**config.mk**
```make
export PLATFORM = sky130hd
export DESIGN_NAME = bf_core_v2
export DESIGN_NICKNAME = d
export VERILOG_FILES = /design/src/rtl/bf_core_v2.sv
export SDC_FILE = /design/constraint.sdc
export NUM_CORES = 1
export LEC_CHECK = 0
export BUFFER_PORTS_ARGS = -buffer_cell sky130_fd_sc_hd__buf_2
export CELL_PAD_IN_SITES_DETAIL_PLACEMENT = 0
export CELL_PAD_IN_SITES_GLOBAL_PLACEMENT = 2
export CORE_MARGIN = 2
export CORE_UTILIZATION = 34
export DETAILED_ROUTE_END_ITERATION = 8
export PLACE_DENSITY = 0.8
export SETUP_SLACK_MARGIN = 0.05
export SLEW_MARGIN = 20
export SYNTH_ARGS = -nofsm -noshare
export SYNTH_HDL_FRONTEND = slang
export SYNTH_SLANG_ARGS = --single-unit
```
**constraint.sdc**
```tcl
create_clock -name clock -period 4 [get_ports clock]
set_input_delay 0.8 -clock clock [delete_from_list [all_inputs] [get_ports clock]]
set_output_delay 0.8 -clock clock [all_outputs]
set_load 0.02 [all_outputs]
```
**src/rtl/bf_core_v2.sv**
```systemverilog
// bf_core_v2: parametrised 3-bit-opcode tape-machine core with valid/ready
// byte streams, program-end halt and unmatched-bracket error detection.
// Optional feature macro: BF_CORE_V2_SP_BOUNDS_EN (trap on sp over/underflow).
module bf_core_v2 #(
  parameter int unsigned CELL_WIDTH = 8,
  parameter int unsigned SP_WIDTH   = 16,
  parameter int unsigned PC_WIDTH   = 16,
  parameter logic [PC_WIDTH-1:0] PROG_LEN = PC_WIDTH'(16'hFFFF)
) (
  input  logic                  clock,
  input  logic                  reset_n,
  output logic                  tape_we,
  output logic [SP_WIDTH-1:0]   sp,
  input  logic [CELL_WIDTH-1:0] tape_data_read,
  output logic [CELL_WIDTH-1:0] tape_data_write,
  output logic [PC_WIDTH-1:0]   pc,
  input  logic [2:0]            pmem_data_read,
  output logic                  out_valid,
  output logic [CELL_WIDTH-1:0] out_data,
  input  logic                  out_ready,
  input  logic                  in_valid,
  input  logic [CELL_WIDTH-1:0] in_data,
  output logic                  in_ready,
  output logic                  halted,
  output logic                  error
);

  localparam int unsigned DEPTH_WIDTH = PC_WIDTH + 1;

  typedef enum logic [2:0] {
    OP_INC   = 3'd0,
    OP_DEC   = 3'd1,
    OP_INCSP = 3'd2,
    OP_DECSP = 3'd3,
    OP_JZ    = 3'd4,
    OP_JNZ   = 3'd5,
    OP_OUT   = 3'd6,
    OP_IN    = 3'd7
  } op_e;

  typedef enum logic [2:0] {
    S_FETCH     = 3'd0,
    S_DECODE    = 3'd1,
    S_EXECUTE   = 3'd2,
    S_WRITEBACK = 3'd3,
    S_SKIP      = 3'd4,
    S_OUT_WAIT  = 3'd5,
    S_IN_WAIT   = 3'd6,
    S_HALT      = 3'd7
  } state_e;

  state_e                 state_q, state_d;
  op_e                    op_q, op_d;
  logic [CELL_WIDTH-1:0]  cell_q, cell_d;
  logic [SP_WIDTH-1:0]    sp_tmp_q, sp_tmp_d;
  logic [DEPTH_WIDTH-1:0] depth_q, depth_d;
  logic                   dir_q, dir_d;   // 0 scans right, 1 scans left

  logic [PC_WIDTH-1:0]    pc_d;
  logic [SP_WIDTH-1:0]    sp_d;
  logic                   tape_we_d;
  logic [CELL_WIDTH-1:0]  tape_data_write_d;
  logic                   out_valid_d;
  logic [CELL_WIDTH-1:0]  out_data_d;
  logic                   in_ready_d;
  logic                   halted_d;
  logic                   error_d;

  op_e                    rom_op;
  op_e                    open_op;
  op_e                    close_op;

  // State and registered outputs; synchronous reset clears everything
  always_ff @(posedge clock) begin
    if (!reset_n) begin
      state_q         <= S_FETCH;
      op_q            <= OP_INC;
      cell_q          <= '0;
      sp_tmp_q        <= '0;
      depth_q         <= '0;
      dir_q           <= 1'b0;
      pc              <= '0;
      sp              <= '0;
      tape_we         <= 1'b0;
      tape_data_write <= '0;
      out_valid       <= 1'b0;
      out_data        <= '0;
      in_ready        <= 1'b0;
      halted          <= 1'b0;
      error           <= 1'b0;
    end else begin
      state_q         <= state_d;
      op_q            <= op_d;
      cell_q          <= cell_d;
      sp_tmp_q        <= sp_tmp_d;
      depth_q         <= depth_d;
      dir_q           <= dir_d;
      pc              <= pc_d;
      sp              <= sp_d;
      tape_we         <= tape_we_d;
      tape_data_write <= tape_data_write_d;
      out_valid       <= out_valid_d;
      out_data        <= out_data_d;
      in_ready        <= in_ready_d;
      halted          <= halted_d;
      error           <= error_d;
    end
  end

  // Next-state and next-output logic
  always_comb begin
    state_d           = state_q;
    op_d              = op_q;
    cell_d            = cell_q;
    sp_tmp_d          = sp_tmp_q;
    depth_d           = depth_q;
    dir_d             = dir_q;
    pc_d              = pc;
    sp_d              = sp;
    tape_we_d         = 1'b0;
    tape_data_write_d = tape_data_write;
    out_valid_d       = out_valid;
    out_data_d        = out_data;
    in_ready_d        = in_ready;
    halted_d          = halted;
    error_d           = error;
    rom_op            = op_e'(pmem_data_read);
    // Bracket that deepens the scan vs. the one that closes it
    open_op           = dir_q ? OP_JNZ : OP_JZ;
    close_op          = dir_q ? OP_JZ : OP_JNZ;

    case (state_q)
      S_FETCH: begin
        if (pc == PROG_LEN) begin
          state_d  = S_HALT;
          halted_d = 1'b1;
        end else begin
          op_d    = rom_op;
          state_d = S_DECODE;
        end
      end

      S_DECODE: begin
        case (op_q)
          OP_INC, OP_DEC: begin
            cell_d  = tape_data_read;
            state_d = S_EXECUTE;
          end
          OP_INCSP, OP_DECSP: begin
            sp_tmp_d = sp;
            state_d  = S_EXECUTE;
          end
          OP_JZ: begin
            if (tape_data_read != '0) begin
              pc_d    = pc + PC_WIDTH'(1);
              state_d = S_FETCH;
            end else begin
              depth_d = '0;
              dir_d   = 1'b0;
              state_d = S_SKIP;
            end
          end
          OP_JNZ: begin
            if (tape_data_read == '0) begin
              pc_d    = pc + PC_WIDTH'(1);
              state_d = S_FETCH;
            end else begin
              depth_d = '0;
              dir_d   = 1'b1;
              state_d = S_SKIP;
            end
          end
          OP_OUT: begin
            out_data_d  = tape_data_read;
            out_valid_d = 1'b1;
            state_d     = S_OUT_WAIT;
          end
          OP_IN: begin
            in_ready_d = 1'b1;
            state_d    = S_IN_WAIT;
          end
          default: state_d = S_FETCH;
        endcase
      end

      S_EXECUTE: begin
        state_d = S_WRITEBACK;
        case (op_q)
          OP_INC: begin
            tape_data_write_d = cell_q + CELL_WIDTH'(1);
            tape_we_d         = 1'b1;
          end
          OP_DEC: begin
            tape_data_write_d = cell_q - CELL_WIDTH'(1);
            tape_we_d         = 1'b1;
          end
          OP_INCSP: begin
`ifdef BF_CORE_V2_SP_BOUNDS_EN
            if (sp_tmp_q == '1) begin
              state_d  = S_HALT;
              halted_d = 1'b1;
              error_d  = 1'b1;
            end else begin
              sp_tmp_d = sp_tmp_q + SP_WIDTH'(1);
            end
`else
            sp_tmp_d = sp_tmp_q + SP_WIDTH'(1);
`endif
          end
          OP_DECSP: begin
`ifdef BF_CORE_V2_SP_BOUNDS_EN
            if (sp_tmp_q == '0) begin
              state_d  = S_HALT;
              halted_d = 1'b1;
              error_d  = 1'b1;
            end else begin
              sp_tmp_d = sp_tmp_q - SP_WIDTH'(1);
            end
`else
            sp_tmp_d = sp_tmp_q - SP_WIDTH'(1);
`endif
          end
          default: state_d = S_FETCH;
        endcase
      end

      S_WRITEBACK: begin
        // tape_we is high during this cycle; the RAM captures it at the edge
        if ((op_q == OP_INCSP) || (op_q == OP_DECSP)) begin
          sp_d = sp_tmp_q;
        end
        pc_d    = pc + PC_WIDTH'(1);
        state_d = S_FETCH;
      end

      S_SKIP: begin
        if (!dir_q && (pc == PROG_LEN)) begin
          state_d  = S_HALT;
          halted_d = 1'b1;
          error_d  = 1'b1;
        end else begin
          if (rom_op == open_op) begin
            depth_d = depth_q + DEPTH_WIDTH'(1);
          end else if (rom_op == close_op) begin
            depth_d = depth_q - DEPTH_WIDTH'(1);
          end
          if ((rom_op == close_op) && (depth_q == DEPTH_WIDTH'(1))) begin
            pc_d    = pc + PC_WIDTH'(1);
            state_d = S_FETCH;
          end else if (dir_q) begin
            if (pc == '0) begin
              state_d  = S_HALT;
              halted_d = 1'b1;
              error_d  = 1'b1;
            end else begin
              pc_d = pc - PC_WIDTH'(1);
            end
          end else begin
            pc_d = pc + PC_WIDTH'(1);
          end
        end
      end

      S_OUT_WAIT: begin
        if (out_ready) begin
          out_valid_d = 1'b0;
          pc_d        = pc + PC_WIDTH'(1);
          state_d     = S_FETCH;
        end
      end

      S_IN_WAIT: begin
        if (in_valid) begin
          in_ready_d        = 1'b0;
          tape_we_d         = 1'b1;
          tape_data_write_d = in_data;
          pc_d              = pc + PC_WIDTH'(1);
          state_d           = S_FETCH;
        end
      end

      S_HALT: begin
        state_d = S_HALT;
      end

      default: state_d = S_FETCH;
    endcase
  end

endmodule

```
* After elaboration in Yosys (flattened, before gate mapping)
Index checks and enable logic that the tools add are counted.
Storage, ports and cells: input bits 23, output and inout bits 53, register bits after elaboration 101, word-level logic and storage cells 157
Operators by class: eq/ne operators 42, $add $sub $neg 8, reductions and logical operators 36, bitwise logic cells 1, mux-type cells 55
Operator list (count):
- 2-to-1 mux 16 bit | 9
- one-hot mux 16 bit (2 select lines) | 3
- 2-to-1 mux 17 bit | 5
- one-hot mux 16 bit (5 select lines) | 1
- one-hot mux 17 bit (2 select lines) | 2
- adder 16 x 1 -> 16 bit (second input constant) | 2
- one-hot mux 8 bit (2 select lines) | 2
- subtractor 16 x 1 -> 16 bit (second input constant) | 2
- != test 3 bit (second input constant) | 10
- 2-to-1 mux 3 bit | 9
- == test 3 bit (second input constant) | 8
- one-hot mux 3 bit (8 select lines) | 1
- nonzero test 2 bit | 9
- adder 17 x 1 -> 17 bit (second input constant) | 1
- == test 17 x 1 -> 1 bit (second input constant) | 1
- subtractor 17 x 1 -> 17 bit (second input constant) | 1
- == test 16 bit (second input constant) | 1
- zero test 16 bit | 1
- 2-to-1 mux 1 bit | 15
- one-hot mux 3 bit (5 select lines) | 1
- != test 2 bit (second input constant) | 7
- == test 3 x 2 -> 1 bit (second input constant) | 4
- != test 4 bit (second input constant) | 3
- AND reduction 3 bit | 4
- 24 further kinds | 40

* Longest topological paths before layout
Gate-level depths: netlist of run 1.
word-level depth 6, gate-level depth with buffers 13, depth with buffers taken out 11

* Worst setup path before layout of run 1
OpenSTA, ideal clock, no wires.
path kind register -> register, start reg op_q[2], end reg sp_tmp_q[10], setup time 0.128 ns, path buffers 3, cell stages (with the launch flop) 14, clock period less this slack 2.996 ns, setup slack 1.004 ns, arrival time 2.869 ns, required time 3.872 ns, path through dfxtp_1 > clkbuf_1 > nand3b_1 > clkbuf_1 > clkbuf_1 > xnor2_1 > ha_1 > nor3_1 > a21oi_1 > or2_2 > o31ai_1 > o21ai_0 > a22oi_1 > nor2_1
On the way: cells in the longest elaborated chain, start to end 4, elaborated cells on any way between the ends 8, classes of those cells 4 x eq/ne; 2 x mux; 2 x reduce/logical
Ends and longest elaborated chain:
- from (decl) | RTL line 53 | op_e op_q, op_d;
- from (signal assigned) | RTL line 93 | op_q <= op_d;
- == test 3 x 2 -> 1 bit | RTL line 144, 188
- OR reduction 2 bit | RTL line 144 | case (op_q)
- != test 2 x 1 -> 1 bit (no line)
- AND reduction 3 bit (no line)
- to (signal assigned) | RTL line 95 | sp_tmp_q <= sp_tmp_d;
- to (decl) | RTL line 55 | logic [SP_WIDTH-1:0] sp_tmp_q, sp_tmp_d;
Several ways; a longest one is shown, not always the timed one. A chain may end at the register's enable or synchronous reset.

* Final worst setup path of run 1
start reg pc[2], end reg pc[14]
On the way: cells in the longest elaborated chain, start to end 6, elaborated cells on any way between the ends 18, classes of those cells 2 x add/sub; 3 x eq/ne; 10 x mux; 3 x reduce/logical
Ends and longest elaborated chain:
- from (decl) | RTL line 16 | output logic [PC_WIDTH-1:0] pc,
- from (signal assigned) | RTL line 98 | pc <= pc_d;
- subtractor 16 x 1 -> 16 bit | RTL line 256 | pc_d = pc - PC_WIDTH'(1);
- 2-to-1 mux 16 bit | RTL line 251 | if (pc == '0) begin
- 2-to-1 mux 16 bit | RTL line 250 | end else if (dir_q) begin
- 2-to-1 mux 16 bit | RTL line 247 | if ((rom_op == close_op) && (depth_q == DEPTH_WIDTH'(1))) begin
- 2-to-1 mux 16 bit | RTL line 237 | if (!dir_q && (pc == PROG_LEN)) begin
- one-hot mux 16 bit (5 select lines) | RTL line 132 | case (state_q)
Several ways; a longest one is shown, not always the timed one. The select of a mux whose other input is x is not followed.

==> summary.txt, run 1 <==
Outcome
  – Status: finished, final reports clean

STA
  – Period utilisation layout: 76.21%
  – Unrepaired setup endpoints after global routing: false
  – Setup violations, final: 0
  – Final Critical Period: 3.048 ns
  – F_max: 0.3280 GHz
  – Pins over their slew limit: 0
  – Worst Skew: 0.008272 ns
  – Final setup TNS: 0 ns
  – Slew @ Worst Pin: 0.9936 ns
  – Slew headroom: 33.52%
  – Endpoints failing hold: 0

Drt
  – Iter 0 DRT Violations: 262
  – Antenna viol nets, final: 0
  – WL final: 16660 um
  – Vias/cell: 5.503
  – DRC errors left: 0
  – Via count: 5756
  – Pre-antenna DRT Iters: 4
  – WL/cell: 15.93 um

Synthesis
  – Most used DFF post-synth: dfxtp_1
  – Post-synth net total: 806
  – Synth area leaders: dfxtp_1, nor2_1, a21oi_1
  – Adder-Cell Fraction of Synth Area: 3.065%
  – Seq/Total Area, Yosys: 33.93%
  – Yosys top cell by area: dfxtp_1
  – Unique masters post-synth: 63
  – Multiplexer share of the synthesized area: 4.703%
  – Avg Synthesized Cell Area: 7.750 sq um
  – Post-synthesis compound-gate area fraction: 19.53%
  – EDFF count, synth: 0
  – Simple-gate area share of the yosys netlist: 29.18%
  – Synth Register Bits: 101
  – Top cells by count, synth: dfxtp_1, nor2_1, nand2_1
  – Async set or reset register ratio after synthesis: 0%
  – Largest family of logic cells by synthesized area: simple AND/OR/NAND/NOR gates
  – Syn. warnings: 0
  – Post-synthesis xor/xnor area fraction: 4.850%
  – Cells after Synth: 769
  – Post-synth top area share: 33.93%
  – Most common cell in the netlist: dfxtp_1
  – Mapped Area: 0.005959 sq mm

Global routing
  – Vias in the first global route: 5446
  – Initial antenna violation count: 0
  – GRT Overall Usage: 18.29%
  – Pin count of the biggest net entering global routing: 44
  – Overflow left after global routing: 0
  – First-pass GRT wire length: 27340 um

CTS
  – Clock latency on the worst-skew pair: 0.36 ns
  – Worst-path clk slew: 0.07 ns
  – CTS H-Tree Depth: 3
  – Cts bufs inserted: 9
  – Setup bufs post-CTS: 0
  – Clock sinks: 101
  – Post-cts repair resize count: 0
  – Root buf cell: clkbuf_16
  – Cts hold-fix bufs: 0
  – CTS tree: built
  – CTS Buffer Depth: 2

Layout
  – Ratio of cells with drive above 1 in the final layout: 15.47%
  – Nets: 853
  – Finished Core Util: 39.37%
  – N_diodes: 0
  – Synth-to-Final Area Change: 13.88%

Setup path
  – Arr. time, crit path: 3.27 ns
  – CP Max Fanout: 23
  – Worst reg2reg setup slack: 0.95 ns
  – Worst Setup SP: pc[2]
  – Setup crit end kind: register
  – Critical Path Source Type: register
  – Critical path required time: 4.22 ns
  – Setup CP Type: register to register
  – Worst r2r src: pc[2]

Placement
  – DP Wirelength: 11760 um
  – Routability cong.: 0.8418
  – Port Buffer Count: 75

Power
  – Pwr dens: 490.6 mW/mm^2
  – Leak: 2.686 nW
  – Max IR drop VDD: 264.6 uV

Floorplanning
  – Core area: 0.01724 sq mm
  – Initial Util: 34.57%
  – Row cnt: 48
  – Die area: 0.01860 sq mm
  – Chip width: 136.4 um
  – Top-level port count: 76
  – Die Y: 136.4 um

Job
  – Max_cap viols: 0

Worst hold path
  – Worst hold-check path type: register to register
  – Min-delay src: sp[2]
==> layout make-up <==
cell class	count	area (sq um)
fillers	1790	10450
flip-flops and latches	101	2022
inverters	14	52.55
repair buffers	89	480.5
clock buffers	9	225.2
multi-input cells	601	3661
clock inverters	7	63.81
well taps	225	281.5
==> layer usage <==
metal / vias to the layer above / global-route usage (%) / part of all wire [%]
met5: - / 0 / 0
met4: 0 / 3.067 / 0.74
met3: 8 / 4.139 / 2.9
met2: 72 / 31.55 / 49
met1: 2803 / 23.61 / 48
li1: 2873 / - / -
==> critical path, stage by stage (launching register included) <==
cell	delay (ns)
dfxtp_1	0.42
or4_4	0.61
or3_4	0.42
or4_4	0.57
o311ai_4	0.29
buf_4	0.30
a211oi_1	0.10
xnor2_1	0.15
nor2_1	0.05
==> placed cells by master (no fill, tap or decap), drive strengths merged, types with 14 or more instances in the layout <==
| cell | synthesis | final |
|---|---|---|
| nor2 | 97 | 97 |
| nand3 | 20 | 20 |
| buf | 6 | 89 |
| nand4 | 17 | 17 |
| or4 | 14 | 14 |
| a31oi | 17 | 17 |
| xnor2 | 32 | 32 |
| o21ai | 29 | 29 |
| a21oi | 61 | 61 |
| nor4 | 15 | 15 |
| dfxtp | 101 | 101 |
| nand2 | 77 | 77 |
| nor3 | 24 | 24 |
| and3 | 15 | 15 |
| mux2i | 28 | 28 |
| or3 | 19 | 19 |
| inv | 14 | 18 |
==> stage by stage <==
step / hold slack (ns) / std cells / power (mW) / area (sq um) / worst slack, ns
floorplan: 0.4530 / 769 / 2.169 / 5959 / 1.004
global placement: 0.4541 / 1030 / 2.461 / 6491 / 0.7527
detailed placement: 0.4635 / 1030 / 2.471 / 6491 / 0.7178
CTS: 0.4755 / 1046 / 3.368 / 6780 / 0.9568
global route: 0.4910 / 1046 / 3.559 / 6787 / 0.8325
finish: 0.4717 / 1046 / 3.330 / 6787 / 0.9516
==> cells by family (layout without fill, tap and decap cells) <==
group / count (synthesis) / after routing
simple gates: 345 / 345
compound gates: 181 / 181
flops: 101 / 101
buf+inv: 67 / 119
xor+xnor: 33 / 33
mux: 28 / 28
fa+ha+maj: 14 / 14
==> flip-flops by register name (all words and copies together), names as in the netlist, 8 cells and up <==
signal,cells
cell_q,8
depth_q,17
out_data,8
pc,16
sp,16
sp_tmp_q,16
tape_data_write,8
==> final timing paths <==
path / cells after the start / endpoint
hold reg to reg: 2 / sp[2]
hold / removal: 2 / sp[2]
setup reg to reg: 8 / pc[14]
setup / recovery: 8 / pc[14]
==> report_power, final <==
group | switching [mW] | internal [mW]
clock network | 0.441 | 0.437
logic | 0.721 | 0.468
registers | 0.159 | 1.10
(Power assumes the default switching activity.)
==> run 2: changes to the inputs <==
==> constraint.sdc (replaced) <==
create_clock -name clock -period 3.1 [get_ports clock]
set_input_delay 0.62 -clock clock [delete_from_list [all_inputs] [get_ports clock]]
set_output_delay 0.62 -clock clock [all_outputs]
set_load 0.02 [all_outputs]
==> summary.txt, run 2 (synthesis results as in run 1) <==
Global routing
  – GRT Overall Usage: 18.23% (-0.059 points)
  – Vias in the first global route: 5320 (-2.3%)
  – First-pass GRT wire length: 27220 um (-0.45%)
  – Pin count of the biggest net entering global routing: 34 (-23%)
  – Overflow left after global routing: 0 (unchanged)
  – Initial antenna violation count: 0 (unchanged)

CTS
  – Worst-path clk slew: 0.07 ns (about the same)
  – Cts hold-fix bufs: 0 (unchanged)
  – Clock sinks: 101 (unchanged)
  – Post-cts repair resize count: 0 (unchanged)
  – CTS H-Tree Depth: 3 (unchanged)
  – Cts bufs inserted: 9 (unchanged)
  – Root buf cell: clkbuf_16
  – Setup bufs post-CTS: 0 (unchanged)
  – CTS tree: built
  – CTS Buffer Depth: 2 (unchanged)
  – Clock latency on the worst-skew pair: 0.35 ns (about the same)

Drt
  – Iter 0 DRT Violations: 291 (+11%)
  – Pre-antenna DRT Iters: 5 (+1)
  – Via count: 5822 (+1.1%)
  – WL final: 16670 um (about the same)
  – WL/cell: 15.70 um (-1.4%)
  – Vias/cell: 5.482 (-0.38%)
  – Antenna viol nets, final: 0 (unchanged)
  – DRC errors left: 0 (unchanged)

Power
  – Pwr dens: 629.7 mW/mm^2 (+28%)
  – Leak: 2.772 nW (+3.2%)
  – Power Total: 4.358 mW (+31%)
  – Max IR drop VDD: 293.3 uV (+11%)

Floorplanning
  – Row cnt: 48 (unchanged)
  – Chip width: 136.4 um (unchanged)
  – Die area: 0.01860 sq mm (unchanged)
  – Initial Util: 34.57% (unchanged)
  – Die Y: 136.4 um (unchanged)
  – Core area: 0.01724 sq mm (unchanged)
  – Top-level port count: 76 (unchanged)

Setup path
  – Worst setup path endpoint: pc[14]
  – Setup CP Type: register to register
  – Setup crit end kind: register
  – Worst Setup SP: pc[4]
  – Worst reg2reg setup slack: 0.25 ns (-0.70 ns)
  – Arr. time, crit path: 3.09 ns (-0.18 ns)
  – Critical Path Source Type: register
  – Reg2reg end: pc[14]
  – Critical path required time: 3.34 ns (-0.88 ns)
  – Worst reg2reg path depth: 8 (unchanged)
  – CP Max Fanout: 23 (unchanged)
  – Worst r2r src: pc[4]

STA
  – Post-route worst setup slack: 0.2496 ns (-0.7020 ns)
  – Pins over their slew limit: 0 (unchanged)
  – Slew headroom: 51.75% (+18 points)
  – Endpoints failing hold: 0 (unchanged)
  – Period utilisation layout: 91.95% (+16 points)
  – Unrepaired setup endpoints after global routing: false
  – F_max: 0.3508 GHz (+6.9%)
  – Final setup TNS: 0 ns (unchanged)
  – Slew @ Worst Pin: 0.7215 ns (-0.2721 ns)
  – Worst Skew: 0.005717 ns (-0.002554 ns)
  – Setup violations, final: 0 (unchanged)
  – Final Critical Period: 2.850 ns (-0.1980 ns)

Layout
  – Top reg by flops: depth_q
  – Nets: 869 (+1.9%)
  – N_diodes: 0 (unchanged)
  – Ratio of cells with drive above 1 in the final layout: 16.97% (+1.5 points)
  – Commonest non-fill, non-tap cells in the layout: dfxtp_1, nor2_1, nand2_1, buf_2, a21oi_1
  – Most common cell after layout, fill and taps aside: dfxtp_1
  – Synth-to-Final Area Change: 16.15%
  – Max reg flops: 17 (unchanged)
  – Finished Core Util: 40.16% (+0.78 points)

Placement
  – Pre-CTS setup slack: 0.1915 ns (-0.5263 ns)
  – DP Wirelength: 11810 um (+0.42%)
  – Routability cong.: 0.8159 (-3.1%)
  – Port Buffer Count: 75 (unchanged)

Job
  – Max_cap viols: 0 (unchanged)

Worst hold path
  – Worst hold-check path type: register to register

Outcome
  – Status: finished, final reports clean
## run 2: cell types whose count changed in the layout (fill, tap and decap cells not counted)
| cell | before | now |
|---|---|---|
| inv_6 | 3 | 2 |
| a311oi_2 | 1 | 0 |
| a311oi_1 | 3 | 4 |
| buf_4 | 14 | 28 |
| clkinvlp_4 | 0 | 1 |
| buf_12 | 0 | 2 |
| inv_8 | 1 | 0 |
| clkinv_4 | 3 | 4 |
## run 2: worst min-delay path by stage
| stage | cells after the start | to | start | slack [ns] |
|---|---|---|---|---|
| after global placement | 2 | sp[12] | sp[12] | 0.45 |
| after floorplan | 2 | depth_q[16] | depth_q[16] | 0.45 |
| after CTS | 2 | sp[0] | sp[0] | 0.48 |
| final | 2 | sp[0] | sp[0] | 0.48 |
| after detailed placement | 2 | sp[15] | sp[15] | 0.47 |
| after global routing | 2 | sp[12] | sp[12] | 0.50 |
## run 2: cell type report
cell class | count | area [sq um]
well taps | 225 | 281.5
flip-flops and latches | 101 | 2022
fillers | 1779 | 10310
repair buffers | 105 | 625.6
inverters | 14 | 52.55
clock inverters | 7 | 60.06
clock buffers | 9 | 225.2
multi-input cells | 601 | 3655
## run 2: stage by stage
step                hold slack (ns)  cells  instance area [sq um]
floorplan                    0.4530    769                   5959
global placement             0.4540   1046                   6636
global route                 0.5014   1062                   6922
finish                       0.4763   1062                   6922
CTS                          0.4797   1062                   6922
detailed placement           0.4654   1046                   6636
## run 2: layer usage
layer / GRT usage [%] / part of all wire, %
met5: 0 / 0
met4: 5.035 / 1.5
met3: 4.101 / 3.6
met2: 29.90 / 48
met1: 24.03 / 47
## run 2: worst max-delay path, stage by stage, from the launching register on
cell	delay, ns
dfxtp_1	0.39
or4_4	0.54
or3_4	0.42
or4_4	0.57
o311ai_4	0.33
buf_12	0.20
a211oi_1	0.07
xnor2_1	0.15
nor2_1	0.05
## run 2: report_power, final
group / internal, mW / switching (mW)
sequential: 1.42 / 0.184
clock: 0.557 / 0.555
combinational: 0.670 / 0.967
total: 2.65 / 1.71
==> run 3: changes to the inputs <==
==> config.mk (replaced) <==
export PLATFORM = sky130hd
export DESIGN_NAME = bf_core_v2
export DESIGN_NICKNAME = d
export VERILOG_FILES = /design/src/rtl/bf_core_v2.sv
export SDC_FILE = /design/constraint.sdc
export NUM_CORES = 1
export LEC_CHECK = 0
export ABC_AREA = 1
export BUFFER_PORTS_ARGS = -buffer_cell sky130_fd_sc_hd__buf_2
export CELL_PAD_IN_SITES_DETAIL_PLACEMENT = 1
export CELL_PAD_IN_SITES_GLOBAL_PLACEMENT = 1
export CORE_MARGIN = 2
export CORE_UTILIZATION = 42
export DETAILED_ROUTE_END_ITERATION = 8
export PLACE_DENSITY = 0.81
export SETUP_SLACK_MARGIN = 0.05
export SLEW_MARGIN = 20
export SYNTH_ARGS = -nofsm -noshare
export SYNTH_HDL_FRONTEND = slang
export SYNTH_SLANG_ARGS = --single-unit
==> summary.txt, run 3 <==
Setup path
  – Slowest stage delay, CP: 0.53 ns (-0.04 ns)
  – Crit path max-delay family: flip-flops
  – Critical Path Source Type: register
  – Setup crit end kind: register
  – Crit path top cell by count: nand2_1
  – Cells along the critical path: nor2_1 > inv_1 > nor2_1 > buf_4 > ha_1 > a21oi_1 > nand2_1 > nand2_1 > nand2_1 > a21oi_1 > xor2_1 > nand2_1 > o211ai_1 > a21oi_1
  – CP bufs+invs: 2 (+1)
  – Setup CP Type: register to register
  – Slowest library cell on the worst path: dfxtp_1
  – CP Max Fanout: 8 (-65%)
  – Critical path required time: 3.32 ns (-0.02 ns)
  – Arr. time, crit path: 2.66 ns (-0.43 ns)

STA
  – Final setup TNS: 0 ns (unchanged)
  – Worst Skew: 0.006573 ns (+0.0008554 ns)
  – Setup violations, final: 0 (unchanged)
  – Slew @ Worst Pin: 0.7049 ns (-0.01665 ns)
  – Slew headroom: 52.83% (+1.1 points)
  – WHS: 0.4754 ns (-0.0009540 ns)
  – Unrepaired setup endpoints after global routing: false
  – Post-route worst setup slack: 0.6580 ns (+0.4084 ns)
  – Final Critical Period: 2.442 ns (-0.4084 ns)
  – Endpoints failing hold: 0 (unchanged)
  – F_max: 0.4095 GHz (+17%)
  – Pins over their slew limit: 0 (unchanged)
  – Period utilisation layout: 78.77% (-13 points)

CTS
  – CTS tree: built
  – CTS H-Tree Depth: 3 (unchanged)
  – Cts bufs inserted: 9 (unchanged)
  – Worst-path clk slew: 0.07 ns (about the same)
  – Root buf cell: clkbuf_16
  – Clock sinks: 101 (unchanged)
  – Cts hold-fix bufs: 0 (unchanged)
  – Setup bufs post-CTS: 0 (unchanged)
  – Post-cts repair resize count: 0 (unchanged)
  – CTS Buffer Depth: 2 (unchanged)
  – Clock latency on the worst-skew pair: 0.35 ns (about the same)

Drt
  – Vias/cell: 5.337 (-2.6%)
  – WL/cell: 15.24 um (-2.9%)
  – Pre-antenna DRT Iters: 4 (-1)
  – Antenna viol nets, final: 0 (unchanged)
  – Iter 0 DRT Violations: 326 (+12%)
  – Via count: 7189 (+23%)
  – WL final: 20530 um (+23%)
  – DRC errors left: 0 (unchanged)

Placement
  – Pre-CTS setup slack: 0.6021 ns (+0.4106 ns)
  – DP Wirelength: 15240 um (+29%)
  – Port Buffer Count: 75 (unchanged)
  – Routability cong.: 0.8421 (+3.2%)
  – Placed insts: 1332 (+27%)
  – Post-DP Area: 0.007258 sq mm (+9.4%)

Layout
  – Nets: 1164 (+34%)
  – Ratio of cells with drive above 1 in the final layout: 12.56% (-4.4 points)
  – Most common cell after layout, fill and taps aside: nand2_1
  – Max reg flops: 17 (unchanged)
  – Finished layout cell area: 0.007565 sq mm (+9.3%)
  – Final non-filler cell total: 1347 (+27%)
  – Commonest non-fill, non-tap cells in the layout: nand2_1, nor2_1, a21oi_1, inv_1, dfxtp_1
  – # fillers: 2197 (+23%)
  – Synth-to-Final Area Change: 11.61%
  – Footprint of the multi-input gates: 0.004083 sq mm (+12%)
  – Top reg by flops: depth_q
  – Reg area: 0.002022 sq mm (unchanged)
  – N_diodes: 0 (unchanged)

Synthesis
  – Post-synth net total: 1114 (+38%)
  – Synth area leaders: dfxtp_1, nand2_1, nor2_1
  – Post-synth top area share: 29.83% (-4.1 points)
  – Most common cell in the netlist: nand2_1
  – Seq/Total Area, Yosys: 29.83% (-4.1 points)
  – Async set or reset register ratio after synthesis: 0% (unchanged)
  – Top cells by count, synth: nand2_1, nor2_1, a21oi_1
  – Cells after Synth: 1077 (+40%)
  – Avg Synthesized Cell Area: 6.293 sq um (-19%)
  – Synth Register Bits: 101 (unchanged)
  – Most used DFF post-synth: dfxtp_1
  – Syn. warnings: 0 (unchanged)
  – Unique masters post-synth: 47 (-25%)
  – Yosys top cell by area: dfxtp_1
  – Mapped Area: 0.006778 sq mm (+14%)
  – EDFF count, synth: 0 (unchanged)

Global routing
  – Met1 usage: 32.78% (+8.7 points)
  – Initial antenna violation count: 0 (unchanged)
  – Gr busiest metal: met2
  – Met3 global-route usage: 3.094% (-1.0 points)
  – Vias in the first global route: 6961 (+31%)
  – Global-route met2 utilization: 42.12% (+12 points)
  – Pin count of the biggest net entering global routing: 37 (+8.8%)
  – First-pass GRT wire length: 34240 um (+26%)
  – Overflow left after global routing: 0 (unchanged)
  – GRT Overall Usage: 24.62% (+6.4 points)

Power
  – Leak: 3.404 nW (+23%)
  – Cell-internal power: 3.168 mW (+19%)
  – Pwr dens: 797.4 mW/mm^2 (+27%)
  – Switching share of power: 47.48% (+8.3 points)
  – Clk network pwr share: 19.7% (-5.8 points)
  – Comb pwr share: 50.5% (+13 points)
  – P_sw: 2.864 mW (+68%)
  – Max IR drop VDD: 352.5 uV (+20%)
  – Flop pwr share: 29.8% (-7.1 points)

Worst hold path
  – Worst hold-check path type: register to register

Floorplanning
  – Row cnt: 46 (-4.2%)
  – Initial Util: 42.82% (+8.2 points)
  – Die area: 0.01717 sq mm (-7.7%)
  – Core area: 0.01583 sq mm (-8.2%)
  – Chip width: 131.0 um (-3.9%)
  – Die Y: 131.0 um (-3.9%)
  – Top-level port count: 76 (unchanged)

Outcome
  – Status: finished, final reports clean

Job
  – Max_cap viols: 0 (unchanged)
-- run 3: changes by cell type after synthesis, moves of 26 or more --
cell      previous run  this run
xnor2_1             32         6
a21oi_1             61       104
clkbuf_1            47        19
nand2_1             77       255
mux2i_1             28         0
nand3_1             20        73
xor2_1               1        32
nor2_1              97       147
inv_1               14       103
o21ai_0             28        75
-- run 3: area by class of cell --
type                    count  share of cell area [%]
well taps                 216                   3.573
repair buffers             85                   5.954
multi-input cells         814                   53.97
inverters                 116                   5.822
flip-flops and latches    101                   26.73
clock buffers              10                   3.159
clock inverters             5                  0.7939
-- run 3: power groups by stage --
| stage | clock, mW | sequential (mW) | combinational [mW] |
|---|---|---|---|
| global placement | 0 | 1.81 | 2.95 |
| finish | 1.19 | 1.80 | 3.05 |
| floorplan | 0 | 1.81 | 2.33 |
| detailed placement | 0 | 1.82 | 3.04 |
| global route | 1.25 | 1.84 | 3.49 |
| CTS | 1.22 | 1.80 | 3.08 |
-- run 3: worst reg2reg max path, cell delays in order (launching register included) --
cell	delay (ns)
dfxtp_1	0.53
nor2_1	0.13
inv_1	0.10
nor2_1	0.05
buf_4	0.16
ha_1	0.35
a21oi_1	0.20
nand2_1	0.08
nand2_1	0.08
nand2_1	0.06
a21oi_1	0.15
xor2_1	0.17
nand2_1	0.08
o211ai_1	0.09
a21oi_1	0.09
-- run 3: final timing paths --
check        cells past startpoint  slack [ns]      from                  to
max                             14        0.66   op_q[2]  tape_data_write[6]
min                              2        0.48  in_ready            in_ready
max reg2reg                     14        0.66   op_q[2]  tape_data_write[6]
min reg2reg                      2        0.48  in_ready            in_ready
-- run 3: per-layer routing --
metal  share of wire [%]  wire (um)
met5                   0          0
met4                 1.2        246
met3                 4.1        832
met2                  48       9912
met1                  46       9533
-- run 3: logic make-up (layout without fill, tap and decap cells) --
logic type	Yosys count	after routing	synth area share, %
AND/OR/NAND/NOR	547	547	35.24
XOR/XNOR	38	38	4.910
adder cells (fa/ha/maj)	14	14	2.695
AO/OA/AOI/OAI	215	215	17.22
flip-flops	101	101	29.83
buffers and inverters	162	216	10.10
-- run 3: through the flow --
stage / util, % / power (mW)
2_1_floorplan: - / 4.136
5_1_grt: 47.79 / 6.583
3_5_place_dp: 45.86 / 4.867
3_3_place_gp: 45.86 / 4.765
4_1_cts: 47.75 / 6.086
6_report: 47.79 / 6.032
